## config.mk

```make
export PLATFORM = sky130hd
export DESIGN_NAME = link_sync_ctrl_flat
export DESIGN_NICKNAME = d
export VERILOG_FILES = /design/src/rtl/link_sync_pkg.sv /design/src/rtl/link_sync_if.sv /design/src/rtl/link_sync_sat_cnt.sv /design/src/rtl/link_sync_ctrl.sv /design/src/flat_wrapper.sv
export SDC_FILE = /design/constraint.sdc
export NUM_CORES = 1
export LEC_CHECK = 0
export BUFFER_PORTS_ARGS = -buffer_cell sky130_fd_sc_hd__buf_2
export CORE_UTILIZATION = 53
export CTS_BUF_LIST = sky130_fd_sc_hd__clkbuf_16
export CTS_CLUSTER_DIAMETER = 200
export DETAILED_ROUTE_END_ITERATION = 8
export GPL_TIMING_DRIVEN = 0
export PLACE_DENSITY_LB_ADDON = 0.1
export SLEW_MARGIN = 0
export SYNTH_ARGS = -nofsm -noshare
export SYNTH_HDL_FRONTEND = slang
export SYNTH_SLANG_ARGS = --single-unit
export TNS_END_PERCENT = 100
```

## constraint.sdc

```tcl
create_clock -name i_clk_f -period 2.2 [get_ports i_clk_f]
set_clock_uncertainty 0.15 [all_clocks]
set_input_delay 0.44 -clock i_clk_f [delete_from_list [all_inputs] [get_ports i_clk_f]]
set_output_delay 0.44 -clock i_clk_f [all_outputs]
set_load 0.1 [all_outputs]
```

## src/rtl/link_sync_pkg.sv

```systemverilog
// Shared types and defaults for the link word-alignment controller.
package link_sync_pkg;

  typedef enum logic [1:0] {
    ST_SEARCH    = 2'd0,
    ST_SLIP_HOLD = 2'd1,
    ST_CHECK     = 2'd2,
    ST_LOCKED    = 2'd3
  } state_e;

  localparam logic [7:0] COMMA_DEFAULT          = 8'hBC;
  localparam int         LOCK_COUNT_DEFAULT     = 4;
  localparam int         UNLOCK_COUNT_DEFAULT   = 4;
  localparam int         SEARCH_TIMEOUT_DEFAULT = 16;
  localparam int         SLIP_WAIT_DEFAULT      = 8;

  function automatic logic is_clean(
    input logic [7:0] w,
    input logic       v,
    input logic       e,
    input logic [7:0] sym
  );
    return v && !e && (w == sym);
  endfunction

endpackage

```

## src/rtl/link_sync_if.sv

```systemverilog
// Deserializer-facing word bus and controller status outputs.
interface link_sync_if;
  import link_sync_pkg::*;

  logic [7:0] word_in;
  logic       word_valid;
  logic       word_err;
  logic       slip_out;
  logic [7:0] data_out;
  logic       valid_out;
  logic       synced;
  logic [1:0] state_out;

  modport master (
    output word_in, word_valid, word_err,
    input  slip_out, data_out, valid_out,
    input  synced, state_out
  );

  modport slave (
    input  word_in, word_valid, word_err,
    output slip_out, data_out, valid_out,
    output synced, state_out
  );
endinterface

```

## src/rtl/link_sync_sat_cnt.sv

```systemverilog
// Saturating event counter with synchronous clear.
module link_sync_sat_cnt #(
  parameter int W = 8
) (
  input  logic         i_clk,
  input  logic         i_rst,
  input  logic         i_clr,
  input  logic         i_inc,
  output logic [W-1:0] o_cnt
);

  logic [W-1:0] r_cnt;

  always_ff @(posedge i_clk) begin
    if (i_rst || i_clr) begin
      r_cnt <= '0;
    end else if (i_inc && (r_cnt != {W{1'b1}})) begin
      r_cnt <= r_cnt + 1'b1;
    end
  end

  assign o_cnt = r_cnt;

endmodule

```

## src/rtl/link_sync_ctrl.sv

```systemverilog
// Comma word-alignment and lock controller for the receive path.
// Optional slip/lock-loss statistics under LINK_SYNC_STATS_EN.
module link_sync_ctrl
  import link_sync_pkg::*;
#(
  parameter logic [7:0] COMMA          = COMMA_DEFAULT,
  parameter int         LOCK_COUNT     = LOCK_COUNT_DEFAULT,
  parameter int         UNLOCK_COUNT   = UNLOCK_COUNT_DEFAULT,
  parameter int         SEARCH_TIMEOUT = SEARCH_TIMEOUT_DEFAULT,
  parameter int         SLIP_WAIT      = SLIP_WAIT_DEFAULT
) (
  input  logic       i_clk_f,
  input  logic       i_reset,
  link_sync_if.slave bus
`ifdef LINK_SYNC_STATS_EN
  ,
  output logic [7:0] o_slip_cnt,
  output logic [7:0] o_lock_loss_cnt
`endif
);

  localparam int MW = $clog2(SEARCH_TIMEOUT + 1);
  localparam int CW = $clog2(LOCK_COUNT + 1);
  localparam int BW = $clog2(UNLOCK_COUNT + 1);
  localparam int TW = $clog2(SLIP_WAIT + 1);

  state_e        r_state;
  logic [MW-1:0] r_miss;
  logic [CW-1:0] r_comma;
  logic [BW-1:0] r_bad;
  logic [TW-1:0] r_timer;
  logic          r_slip;
  logic [7:0]    r_data;
  logic          r_valid;
  logic          r_synced;

  logic w_vld;
  logic w_comma;
  logic w_slip_evt;
  logic w_loss_evt;
  logic w_lock_evt;

  assign w_vld   = bus.word_valid;
  assign w_comma = is_clean(bus.word_in, bus.word_valid,
                            bus.word_err, COMMA);

  assign w_slip_evt = (r_state == ST_SEARCH) && w_vld && !w_comma
                   && (r_miss == MW'(SEARCH_TIMEOUT - 1));

  assign w_loss_evt = (r_state == ST_LOCKED) && w_vld && bus.word_err
                   && (r_bad == BW'(UNLOCK_COUNT - 1));

  // Lock from SEARCH only when a single comma suffices.
  assign w_lock_evt = w_comma && (
      ((r_state == ST_SEARCH) && (LOCK_COUNT == 1))
   || ((r_state == ST_CHECK)
       && (r_comma == CW'(LOCK_COUNT - 1))));

  always_ff @(posedge i_clk_f) begin
    if (i_reset) begin
      r_state  <= ST_SEARCH;
      r_miss   <= '0;
      r_comma  <= '0;
      r_bad    <= '0;
      r_timer  <= '0;
      r_slip   <= 1'b0;
      r_data   <= '0;
      r_valid  <= 1'b0;
      r_synced <= 1'b0;
    end else begin
      r_slip  <= 1'b0;
      r_valid <= 1'b0;
      unique case (r_state)
        ST_SEARCH: begin
          if (w_lock_evt) begin
            r_state  <= ST_LOCKED;
            r_synced <= 1'b1;
            r_miss   <= '0;
          end else if (w_comma) begin
            r_state <= ST_CHECK;
            r_comma <= CW'(1);
            r_miss  <= '0;
          end else if (w_slip_evt) begin
            r_state <= ST_SLIP_HOLD;
            r_slip  <= 1'b1;
            r_miss  <= '0;
            r_timer <= '0;
          end else if (w_vld) begin
            r_miss <= r_miss + 1'b1;
          end
        end
        ST_SLIP_HOLD: begin
          if (r_timer == TW'(SLIP_WAIT - 1)) begin
            r_state <= ST_SEARCH;
            r_timer <= '0;
          end else begin
            r_timer <= r_timer + 1'b1;
          end
        end
        ST_CHECK: begin
          if (w_lock_evt) begin
            r_state  <= ST_LOCKED;
            r_synced <= 1'b1;
            r_comma  <= '0;
          end else if (w_comma) begin
            r_comma <= r_comma + 1'b1;
          end else if (w_vld) begin
            r_state <= ST_SEARCH;
            r_comma <= '0;
          end
        end
        ST_LOCKED: begin
          if (w_loss_evt) begin
            r_state  <= ST_SEARCH;
            r_synced <= 1'b0;
            r_bad    <= '0;
          end else if (w_vld && bus.word_err) begin
            r_bad <= r_bad + 1'b1;
          end else if (w_vld) begin
            r_bad <= '0;
            if (!w_comma) begin
              r_data  <= bus.word_in;
              r_valid <= 1'b1;
            end
          end
        end
        default: r_state <= ST_SEARCH;
      endcase
    end
  end

  assign bus.slip_out  = r_slip;
  assign bus.data_out  = r_data;
  assign bus.valid_out = r_valid;
  assign bus.synced    = r_synced;
  assign bus.state_out = r_state;

`ifdef LINK_SYNC_STATS_EN
  link_sync_sat_cnt #(.W(8)) u_slip_cnt (
    .i_clk (i_clk_f),
    .i_rst (i_reset),
    .i_clr (1'b0),
    .i_inc (w_slip_evt),
    .o_cnt (o_slip_cnt)
  );

  link_sync_sat_cnt #(.W(8)) u_loss_cnt (
    .i_clk (i_clk_f),
    .i_rst (i_reset),
    .i_clr (1'b0),
    .i_inc (w_loss_evt),
    .o_cnt (o_lock_loss_cnt)
  );
`endif

endmodule

```

## src/flat_wrapper.sv

```systemverilog
// flat-port wrapper written by rule: the top's interface ports become plain ports
module link_sync_ctrl_flat import link_sync_pkg::*;
#(
  parameter logic [7:0] COMMA          = COMMA_DEFAULT,
  parameter int         LOCK_COUNT     = LOCK_COUNT_DEFAULT,
  parameter int         UNLOCK_COUNT   = UNLOCK_COUNT_DEFAULT,
  parameter int         SEARCH_TIMEOUT = SEARCH_TIMEOUT_DEFAULT,
  parameter int         SLIP_WAIT      = SLIP_WAIT_DEFAULT
)
  (i_clk_f, i_reset, bus_word_in, bus_word_valid, bus_word_err, bus_slip_out, bus_data_out, bus_valid_out, bus_synced, bus_state_out);
  link_sync_if bus_i ();
  input  logic i_clk_f;
  input  logic i_reset;
  input wire logic [$bits(bus_i.word_in)-1:0] bus_word_in;
  input wire logic [$bits(bus_i.word_valid)-1:0] bus_word_valid;
  input wire logic [$bits(bus_i.word_err)-1:0] bus_word_err;
  output wire logic [$bits(bus_i.slip_out)-1:0] bus_slip_out;
  output wire logic [$bits(bus_i.data_out)-1:0] bus_data_out;
  output wire logic [$bits(bus_i.valid_out)-1:0] bus_valid_out;
  output wire logic [$bits(bus_i.synced)-1:0] bus_synced;
  output wire logic [$bits(bus_i.state_out)-1:0] bus_state_out;
  assign bus_i.word_in = bus_word_in;
  assign bus_i.word_valid = bus_word_valid;
  assign bus_i.word_err = bus_word_err;
  assign bus_slip_out = bus_i.slip_out;
  assign bus_data_out = bus_i.data_out;
  assign bus_valid_out = bus_i.valid_out;
  assign bus_synced = bus_i.synced;
  assign bus_state_out = bus_i.state_out;
  link_sync_ctrl #(.COMMA(COMMA), .LOCK_COUNT(LOCK_COUNT), .UNLOCK_COUNT(UNLOCK_COUNT), .SEARCH_TIMEOUT(SEARCH_TIMEOUT), .SLIP_WAIT(SLIP_WAIT)) u_core (.i_clk_f(i_clk_f), .i_reset(i_reset), .bus(bus_i));
endmodule
```

Word-level counts from Yosys, hierarchy flattened
Index checks and enable logic that the tools add are counted.
{"block": "classes", "add_sub_neg": 4, "multipliers": 0, "n_div": 0, "n_lt_le_gt_ge": 0, "eq_ne": 19, "n_shift": 0, "n_mux": 31, "bitwise_logic": 6, "n_reduce_logical": 29}
{"cell": "2-to-1 mux 3 bit", "count": 7}
{"cell": "2-to-1 mux 5 bit", "count": 4}
{"cell": "2-to-1 mux 2 bit", "count": 8}
{"cell": "2-to-1 mux 4 bit", "count": 4}
{"cell": "logical AND 1 bit", "count": 11}
{"cell": "inequality test 2 x 1 -> 1 bit (second input constant)", "count": 5}
{"cell": "AND reduction 5 bit", "count": 2}
{"cell": "== test 8 bit (second input constant)", "count": 1}
{"cell": "case mux 2 bit (4 select lines)", "count": 1}
{"cell": "case mux 4 bit (2 select lines)", "count": 1}
{"cell": "AND reduction 4 bit", "count": 2}
{"cell": "adder 3 x 1 -> 3 bit (second input constant)", "count": 2}
{"cell": "== test 3 x 2 -> 1 bit (second input constant)", "count": 2}
{"cell": "inverter 1 bit", "count": 6}
{"cell": "case mux 3 bit (2 select lines)", "count": 1}
{"cell": "nonzero test 2 bit", "count": 3}
{"cell": "adder 5 x 1 -> 5 bit (second input constant)", "count": 1}
{"cell": "== test 5 x 4 -> 1 bit (second input constant)", "count": 1}
{"cell": "OR reduction 5 bit", "count": 1}
{"cell": "adder 4 x 1 -> 4 bit (second input constant)", "count": 1}
{"cell": "== test 2 bit (second input constant)", "count": 2}
{"cell": "== test 4 x 3 -> 1 bit (second input constant)", "count": 1}
{"cell": "2-to-1 mux 1 bit", "count": 4}
{"cell": "inequality test 2 bit (second input constant)", "count": 2}
{"cell": "other kinds (14)", "count": 16}
{"block": "totals", "register_bits": 28, "latch_bits": 0, "mem_bits_rw": 0, "romBits": 0, "inputBits": 12, "out_inout_bits": 13, "wordCells": 98, "n_memories": 0}

Depth between registers and ports, before layout
Gate-level depths: netlist (run 1).
{"block": "logic_depth", "word_depth": 10, "ltp_mapped": 6, "depth_no_buf": 6}

Least setup slack after synthesis (run 1)
Ideal clock, no wire load.
{"block": "synth_timing", "path_kind": "reg-to-reg", "startpoint": "reg u_core.r_state[1], in the netlist u_core.bus.state_out[1]", "endpoint": "reg u_core.r_data[0], in the netlist u_core.bus.data_out[0]", "setup_ns": 0.128, "t_arrival_ns": 2.160, "required_time_ns": 1.922, "slack_ns": -0.237, "path_stages_with_launch": 6, "path_buffers": 1, "synth_period_minus_slack_ns": 2.437, "path_cell_list": "dfxtp_1 > buf_2 > nand4b_1 > a31oi_2 > mux2i_1 > nor2_1"}
{"block": "synth_via", "elab_chain_cells": 6}
{"item": "from (decl)", "line_no": "link_sync_ctrl.sv:27", "text": "state_e r_state;"}
{"item": "from (signal assigned)", "line_no": "link_sync_ctrl.sv:61", "text": "r_state <= ST_SEARCH;"}
{"item": "from (signal assigned)", "line_no": "link_sync_ctrl.sv:76", "text": "r_state <= ST_LOCKED;"}
{"item": "from (signal assigned)", "line_no": "link_sync_ctrl.sv:80", "text": "r_state <= ST_CHECK;"}
{"item": "== test 2 bit *", "line_no": "link_sync_ctrl.sv:50, link_sync_ctrl.sv:73"}
{"item": "logical AND 1 bit (2 in a row)", "line_no": "link_sync_ctrl.sv:50", "text": "assign w_loss_evt = (r_state == ST_LOCKED) && w_vld && bus.word_err"}
{"item": "logical AND 1 bit", "line_no": "link_sync_ctrl.sv:51", "text": "&& (r_bad == BW'(UNLOCK_COUNT - 1));"}
{"item": "inverter 1 bit (no source line)"}
{"item": "AND reduction 5 bit (no source line) *"}
{"item": "to (signal assigned)", "line_no": "link_sync_ctrl.sv:122", "text": "r_data <= bus.word_in;"}
{"item": "to (decl)", "line_no": "link_sync_ctrl.sv:33", "text": "logic [7:0] r_data;"}
Every way passes the cells marked *; elsewhere a longest branch is shown, timed or not.
A chain may end at the register's enable or synchronous reset.

Final worst setup path (run 1)
{"block": "layout_timing", "startpoint": "reg u_core.r_miss[0]", "endpoint": "reg u_core.r_timer[1]"}
{"block": "layout_via", "elab_chain_cells": 4}
{"item": "from (decl)", "line_no": "link_sync_ctrl.sv:28", "text": "logic [MW-1:0] r_miss;"}
{"item": "from (signal assigned)", "line_no": "link_sync_ctrl.sv:89", "text": "r_miss <= r_miss + 1'b1;"}
{"item": "== test 5 x 4 -> 1 bit", "line_no": "link_sync_ctrl.sv:48", "text": "&& (r_miss == MW'(SEARCH_TIMEOUT - 1));"}
{"item": "logical AND 1 bit", "line_no": "link_sync_ctrl.sv:48"}
{"item": "inequality test 2 x 1 -> 1 bit (no source line)"}
{"item": "AND reduction 4 bit (no source line)"}
{"item": "to (signal assigned)", "line_no": "link_sync_ctrl.sv:97", "text": "r_timer <= r_timer + 1'b1;"}
{"item": "to (decl)", "line_no": "link_sync_ctrl.sv:31", "text": "logic [TW-1:0] r_timer;"}
Every way passes these cells.

==> results of run 1 <==
stage by stage:
stage          utilization  hold WS (ps)  std cells
3_5_place_dp         0.650           307        197
6_report             0.685           282        201
2_1_floorplan            -           282        146
5_1_grt              0.685           308        201
4_1_cts              0.685           287        201
3_3_place_gp         0.650           296        197
cells by family (layout without fill, tap and decap cells):
group                    count (synthesis)  after routing  synth area share
flip-flops                              28             28             0.422
buffers and inverters                   15             42            0.0452
AND/OR/NAND/NOR                         60             60             0.256
multiplexers                             7              7            0.0537
AO/OA/AOI/OAI                           30             30             0.166
adder cells (fa/ha/maj)                  6              6            0.0565
cell type report:
class	instances	share of cell area
multi-input combinational	103	0.453
inverter	8	0.0193
buffer	7	0.0193
tap	28	0.0225
timing repair buffer	23	0.0738
clock buffer	3	0.0482
clock inverter	1	0.00241
sequential	28	0.361
cells in the mapped netlist, types with 4 or more instances:
| cell type | count |
|---|---|
| o21ai_0 | 5 |
| inv_1 | 8 |
| ha_1 | 6 |
| mux2i_1 | 6 |
| nand2b_1 | 4 |
| dfxtp_1 | 28 |
| nand2_1 | 8 |
| nor3_1 | 5 |
| clkbuf_1 | 4 |
| nand3_1 | 8 |
| nor2_1 | 14 |
| a31oi_1 | 4 |
| a21oi_1 | 6 |
registers in the layout (all words and copies together) (netlist names):
signal,count
u_core.r_timer,4
u_core.r_miss,5
u_core.r_comma,3
u_core.bus.data_out,8
u_core.r_bad,3
u_core.bus.state_out,2
u_core.bus.valid_out,1
u_core.bus.slip_out,1
u_core.bus.synced,1
worst max path at each step:
stage,endpoint,slack [ps],depth (start not counted)
2_1_floorplan,u_core.bus.data_out[0],130,5
3_3_place_gp,u_core.r_comma[1],110,5
3_5_place_dp,u_core.r_comma[1],110,5
4_1_cts,u_core.bus.data_out[1],330,5
5_1_grt,u_core.r_timer[1],130,5
6_report,u_core.r_timer[1],310,5
worst min-delay path: cells and delay by family:
kind,cells,cell delay [ps]
buf+inv,1,80
simple gates,1,70
mux,1,60
per-layer routing:
metal	track usage	part of all wire	wire length [um]
met5	0	0	0
met4	0.0856	0.012	34
met3	0.0380	0.034	95
met2	0.417	0.48	1340
met1	0.314	0.47	1330
power groups by stage:
stage | combinational (uW) | sequential [uW] | clock [uW]
after floorplan | 28.1 | 523 | 0
after global placement | 47.5 | 524 | 0
after detailed placement | 48.8 | 524 | 0
after CTS | 49.5 | 512 | 411
after global routing | 56.1 | 513 | 427
final | 49.6 | 512 | 410
==> out/qor.log, run 1 <==
[worst_setup_path] path type of the worst setup path reg2reg
[run] max-cap violation count 0
[global_routing] via count of the first global-routing pass 1118
[global_routing] wire length of the first global-routing pass 4950 um
[layout] area taken by flip-flops and latches 563 um2
[floorplanning] Rows 17
[place] detailed placer's ending HPWL 2030 um
[synthesis] count of synthesis-stage warnings from yosys 0
[worst_setup_path] Critical Path Sink Type register
[clock_network] TritonCTS clock tree built
[route] routed vias 1196
[worst_setup_path] launching element type of the critical path register
[clock_network] number of setup buffers added after CTS 0
[clock_network] Clock Path Buffers 2
[clock_network] quantity of gates resized following cts 0
[timing] post-layout min period 1890 ps
[worst_setup_path] endpoint of the worst register-to-register path u_core.r_timer[1]
[layout] number of antenna repair diodes 0
[hold_path] end point of the worst hold path u_core.bus.data_out[2]
[timing] Worst Slack Setup Final 314 ps
[clock_network] Num CTS Buffers 3
[route] vias per cell 5.95
[worst_setup_path] number of cells on the worst reg-to-reg path 5
[worst_setup_path] largest fanout on the critical path 5
[synthesis] #FFs+latches synth 28
[power_and_ir_drop] Cell Int Power 773 uW
[route] Iter 0 DRT Violations 40
[synthesis] number of distinct library cell variants in the gate-level netlist after synthesis 44
[hold_path] number of instances on the worst hold path 3
[worst_setup_path] biggest cell delay along the critical path 480 ps
[floorplanning] area inside the core boundary 0.00228 mm2
[floorplanning] floorplan die height 52.0 um
[floorplanning] starting density of the core 0.583
[synthesis] most frequently used flop master after synthesis dfxtp_1
[layout] combined area of the multi-input logic cells 707 um2
[layout] Layout Cell Area excl Fill 0.00156 mm2
[worst_setup_path] required time of the critical path 2190 ps
[worst_setup_path] number of buffer and inverter instances along the worst setup path 0
[route] number of nets with antenna violations after routing 0
[clock_network] root buf cell clkbuf_16
[worst_setup_path] worst-path cell chain ha_1 -> nand4b_1 -> a311oi_1 -> o31a_1 -> o21ai_0
[hold_path] classification of the worst-slack hold path in2reg
[global_routing] number of antenna violations at the first check in global routing 0
[synthesis] post-synthesis net count 164
[global_routing] overall track demand over capacity in global routing 0.246
[clock_network] number of levels in the clock H-tree 1
[layout] commonest cells after routing, fill and taps aside buf_2 (26), dfxtp_1 (26), nor2_1 (14)
[synthesis] sequential fraction of the synthesis area 0.422
[power_and_ir_drop] net switching power 198 uW
[power_and_ir_drop] relative contribution of the clock network to total power 0.422
[layout] layout overhead on the synthesized area 17.4%
[route] Avg WL per Cell 14.0 um
[timing] maximum frequency from static timing analysis 530 MHz
[worst_setup_path] worst-path cell with the longest stage delay a311oi_1
[synthesis] Cell Area, Synth 0.00133 mm2
[power_and_ir_drop] switching part of the total 0.204
[clock_network] clock latency at the later pin of the worst-skew pair 260 ps
[timing] sum of negative setup slack 0 ps
[worst_setup_path] endpoint arrival time on the critical path 1880 ps
[power_and_ir_drop] sequential share of power 0.527
[layout] filler instances 178
[run_status] result of the run finished clean
[power_and_ir_drop] Worst IR Drop VDD 514 uV
[timing] measured slew at the worst slew-check pin 574 ps
[power_and_ir_drop] Power per Cell Area 623 mW/mm2
[timing] total count of hold-check failures in the final report 0
[route] overall routed net length 2800 um
[place] minimum setup slack after placement 112 ps
[route] iteration count of the initial detailed-routing pass 4
[place] global placer's final weighted congestion 0.811
[global_routing] maximum number of pins on one net before global-route repair 16
[timing] worst slew slack as a fraction of its limit 0.616
[synthesis] post-synth top area share 0.422
[place] Placed Instance Area 0.00148 mm2
[place] number of port buffers 23
[clock_network] clock sink count 28
[synthesis] Post-synth EDFFs 0
[timing] number of setup violations in the final report 0
[power_and_ir_drop] power after layout 972 uW
[worst_setup_path] Critical R2R Launch u_core.r_miss[0]
[synthesis] Avg Inst Size Synth 9.09 um2
[floorplanning] total die area 0.00271 mm2
[synthesis] cells taking the most area after synthesis dfxtp_1 (42%), ha_1 (5.7%), mux2i_1 (4.5%), nor2_1 (4.0%), nand3_1 (3.0%)
[clock_network] Hold Buf Count CTS 0
[layout] Nets 192
[synthesis] largest area contributor in the netlist dfxtp_1
[timing] number of max-slew violations in the final report 0
[route] DRC violation count after routing 0
[floorplanning] IO Pins 25
[power_and_ir_drop] leakage power total 0.000634 uW
[hold_path] hold_sp bus_word_in[2]
[worst_setup_path] cell class contributing the biggest share of worst-path delay compound AO/OA/AOI/OAI gates
[layout] fraction of layout cells with a size suffix above 1 0.231
[synthesis] fraction of registers with async set or reset after synthesis 0
[power_and_ir_drop] proportion of power drawn by combinational gates 0.051
[worst_setup_path] Critical path origin u_core.r_miss[0]
[timing] final clock period utilization by the worst path 0.857
[floorplanning] chip width 52.0 um
[timing] unrepaired setup endpoints after global routing false
[worst_setup_path] register-to-register setup slack 310 ps
[synthesis] Syn Inst Count 146
[global_routing] final global-route overflow total 0
[clock_network] clock input transition at the sequential cells of the worst setup and hold paths 70 ps
No activity file was read; power rests on OpenSTA's default activity.
==> run 2, diff against run 1 <==
--- a/config.mk
+++ b/config.mk
@@ -6,14 +6,16 @@
 export NUM_CORES = 1
 export LEC_CHECK = 0
 export BUFFER_PORTS_ARGS = -buffer_cell sky130_fd_sc_hd__buf_2
-export CORE_UTILIZATION = 53
+export CORE_UTILIZATION = 54
 export CTS_BUF_LIST = sky130_fd_sc_hd__clkbuf_16
 export CTS_CLUSTER_DIAMETER = 200
 export DETAILED_ROUTE_END_ITERATION = 8
 export GPL_TIMING_DRIVEN = 0
 export PLACE_DENSITY_LB_ADDON = 0.1
+export SKIP_LAST_GASP = 1
 export SLEW_MARGIN = 0
 export SYNTH_ARGS = -nofsm -noshare
 export SYNTH_HDL_FRONTEND = slang
+export SYNTH_HIERARCHICAL = 1
 export SYNTH_SLANG_ARGS = --single-unit
 export TNS_END_PERCENT = 100
==> out/qor.log, run 2 <==
[run_status] result of the run finished clean
[clock_network] root buf cell clkbuf_16
[layout] commonest cells after routing, fill and taps aside buf_2 (26), dfxtp_1 (26), nor2_1 (15), a21oi_1 (13)
[layout] fraction of layout cells with a size suffix above 1 0.202
[global_routing] wire length of the first global-routing pass 4840 um
[worst_setup_path] path type of the worst setup path reg2reg
[clock_network] clock latency at the later pin of the worst-skew pair 260 ps
[floorplanning] starting density of the core 0.596
[synthesis] share of the synthesized netlist area taken by xor and xnor gates 0
[synthesis] Syn Inst Count 156
[route] iteration count of the initial detailed-routing pass 4
[synthesis] most frequently used flop master after synthesis dfxtp_1
[route] Iter 0 DRT Violations 46
[synthesis] Avg Inst Size Synth 8.77 um2
[timing] maximum frequency from static timing analysis 510 MHz
[route] routed vias 1281
[timing] total count of hold-check failures in the final report 0
[clock_network] number of levels in the clock H-tree 1
[place] number of port buffers 23
[power_and_ir_drop] Worst IR Drop VDD 380 uV
[synthesis] number of distinct library cell variants in the gate-level netlist after synthesis 37
[worst_setup_path] endpoint arrival time on the critical path 1950 ps
[timing] final clock period utilization by the worst path 0.892
[clock_network] TritonCTS clock tree built
[worst_setup_path] largest fanout on the critical path 6
[synthesis] commonest cells in the synthesized netlist dfxtp_1 (28), nor2_1 (15), a21oi_1 (13), nand2_1 (9), nor3_1 (9)
[synthesis] fraction of registers with async set or reset after synthesis 0
[synthesis] complex-gate fraction of the synthesized area 0.139
[synthesis] Cell Area, Synth 0.00137 mm2
[synthesis] simple logic cell fraction of the synthesized area 0.283
[floorplanning] floorplan die height 52.3 um
[global_routing] number of antenna violations at the first check in global routing 0
[layout] combined area of the multi-input logic cells 744 um2
[place] global placer's final weighted congestion 0.914
[layout] max reg flops 8
[synthesis] post-synthesis net count 174
[synthesis] cells taking the most area after synthesis dfxtp_1 (41%), mux2i_1 (5.9%), ha_1 (5.5%), a21oi_1 (4.8%), nor2_1 (4.1%)
[timing] worst slew slack as a fraction of its limit 0.540
[clock_network] clock input transition at the sequential cells of the worst setup and hold paths 70 ps
[floorplanning] area inside the core boundary 0.00230 mm2
[floorplanning] total die area 0.00274 mm2
[route] vias per cell 6.07
[power_and_ir_drop] Power per Cell Area 610 mW/mm2
[route] DRC violation count after routing 0
[layout] filler instances 185
[global_routing] via count of the first global-routing pass 1133
[layout] Layout Cell Area excl Fill 0.00160 mm2
[place] Placed Instance Area 0.00152 mm2
[layout] area taken by flip-flops and latches 563 um2
[power_and_ir_drop] leakage power total 0.000630 uW
[hold_path] classification of the worst-slack hold path in2reg
[global_routing] final global-route overflow total 0
[worst_setup_path] Critical Path Sink Type register
[floorplanning] Rows 17
[synthesis] #FFs+latches synth 28
[synthesis] post-synth top area share 0.410
[clock_network] Clock Path Buffers 2
[synthesis] largest area contributor in the netlist dfxtp_1
[layout] Nets 202
[route] Avg WL per Cell 14.1 um
[global_routing] maximum number of pins on one net before global-route repair 16
[synthesis] Post-synth EDFFs 0
[synthesis] count of synthesis-stage warnings from yosys 6
[timing] sum of negative setup slack 0 ps
[clock_network] Num CTS Buffers 3
[synthesis] most used standard cell by instance count after synthesis dfxtp_1
[clock_network] clock sink count 28
[synthesis] sequential fraction of the synthesis area 0.410
[timing] unrepaired setup endpoints after global routing false
[floorplanning] chip width 52.3 um
[timing] measured slew at the worst slew-check pin 684 ps
[route] number of nets with antenna violations after routing 0
[timing] post-layout min period 1960 ps
[timing] number of max-slew violations in the final report 0
[layout] layout overhead on the synthesized area 16.9%
[worst_setup_path] required time of the critical path 2190 ps
[synthesis] adder-cell area share of the yosys netlist 0.0548
[route] overall routed net length 2980 um
[timing] number of setup violations in the final report 0
[run] max-cap violation count 0
[synthesis] main combinational cell family by area after synthesis simple AND/OR/NAND/NOR gates
[clock_network] number of setup buffers added after CTS 0
[layout] number of antenna repair diodes 0
[worst_setup_path] launching element type of the critical path register
[global_routing] overall track demand over capacity in global routing 0.243
[synthesis] proportion of synthesized area in mux cells 0.0667
[place] detailed placer's ending HPWL 2220 um
[floorplanning] IO Pins 25
==> run 2: what timing repair did <==
item | 4_1_cts | 5_1_grt
resized for setup | 0 | 1
endpoints found under the setup margin | 0 | 1
hold buffers | 0 | 0
==> run 2: logic make-up after synthesis <==
group                    count (synthesis)
AO/OA/AOI/OAI                           31
buffers and inverters                   13
AND/OR/NAND/NOR                         69
flip-flops                              28
multiplexers                             9
adder cells (fa/ha/maj)                  6
==> run 2: layout make-up <==
cell class	count	area share
multi-input cells	115	0.465
flip-flops and latches	28	0.352
repair buffers	23	0.0719
clock buffers	3	0.0469
plain buffers	8	0.0281
well taps	28	0.0219
inverters	5	0.0117
clock inverters	1	0.00235
==> run 2: layer usage <==
metal,wire length [um],global-route usage
met1,1340,0.301
met2,1420,0.395
met3,184,0.0464
met4,33,0.127
met5,0,0
==> run 2: path summary, 6_finish.rpt <==
kind / startpoint / end / slack (ps) / cells past startpoint
worst max-delay path: u_core/r_miss[0] / u_core/r_timer[0] / 240 / 6
worst min-delay path: i_reset / u_core/bus.slip_out / 280 / 2
worst max register to register: u_core/r_miss[0] / u_core/r_timer[0] / 240 / 6
worst min register to register: u_core/r_comma[1] / u_core/r_comma[1] / 330 / 2
==> run 2: per-stage QoR <==
stage	hold slack, ps	cells	setup WS [ps]	util	total power (uW)
3_5_place_dp	325	207	184	0.662	573
3_3_place_gp	303	207	280	0.662	571
2_1_floorplan	290	156	107	-	550
6_report	281	211	238	0.697	977
4_1_cts	275	211	203	0.697	984
5_1_grt	288	211	59.4	0.697	1010
==> run 2: power by group <==
group	switching, uW	internal (uW)
combinational	31.2	19.2
sequential	2.92	509
clock	171	244
==> run 2: critical path, cell delays in order, from the launching register on <==
cell      delay [ps]
dfxtp_1          380
ha_1             210
nand3_1          120
or4_1            470
clkbuf_1         180
o21ai_1          220
o21ai_0          120
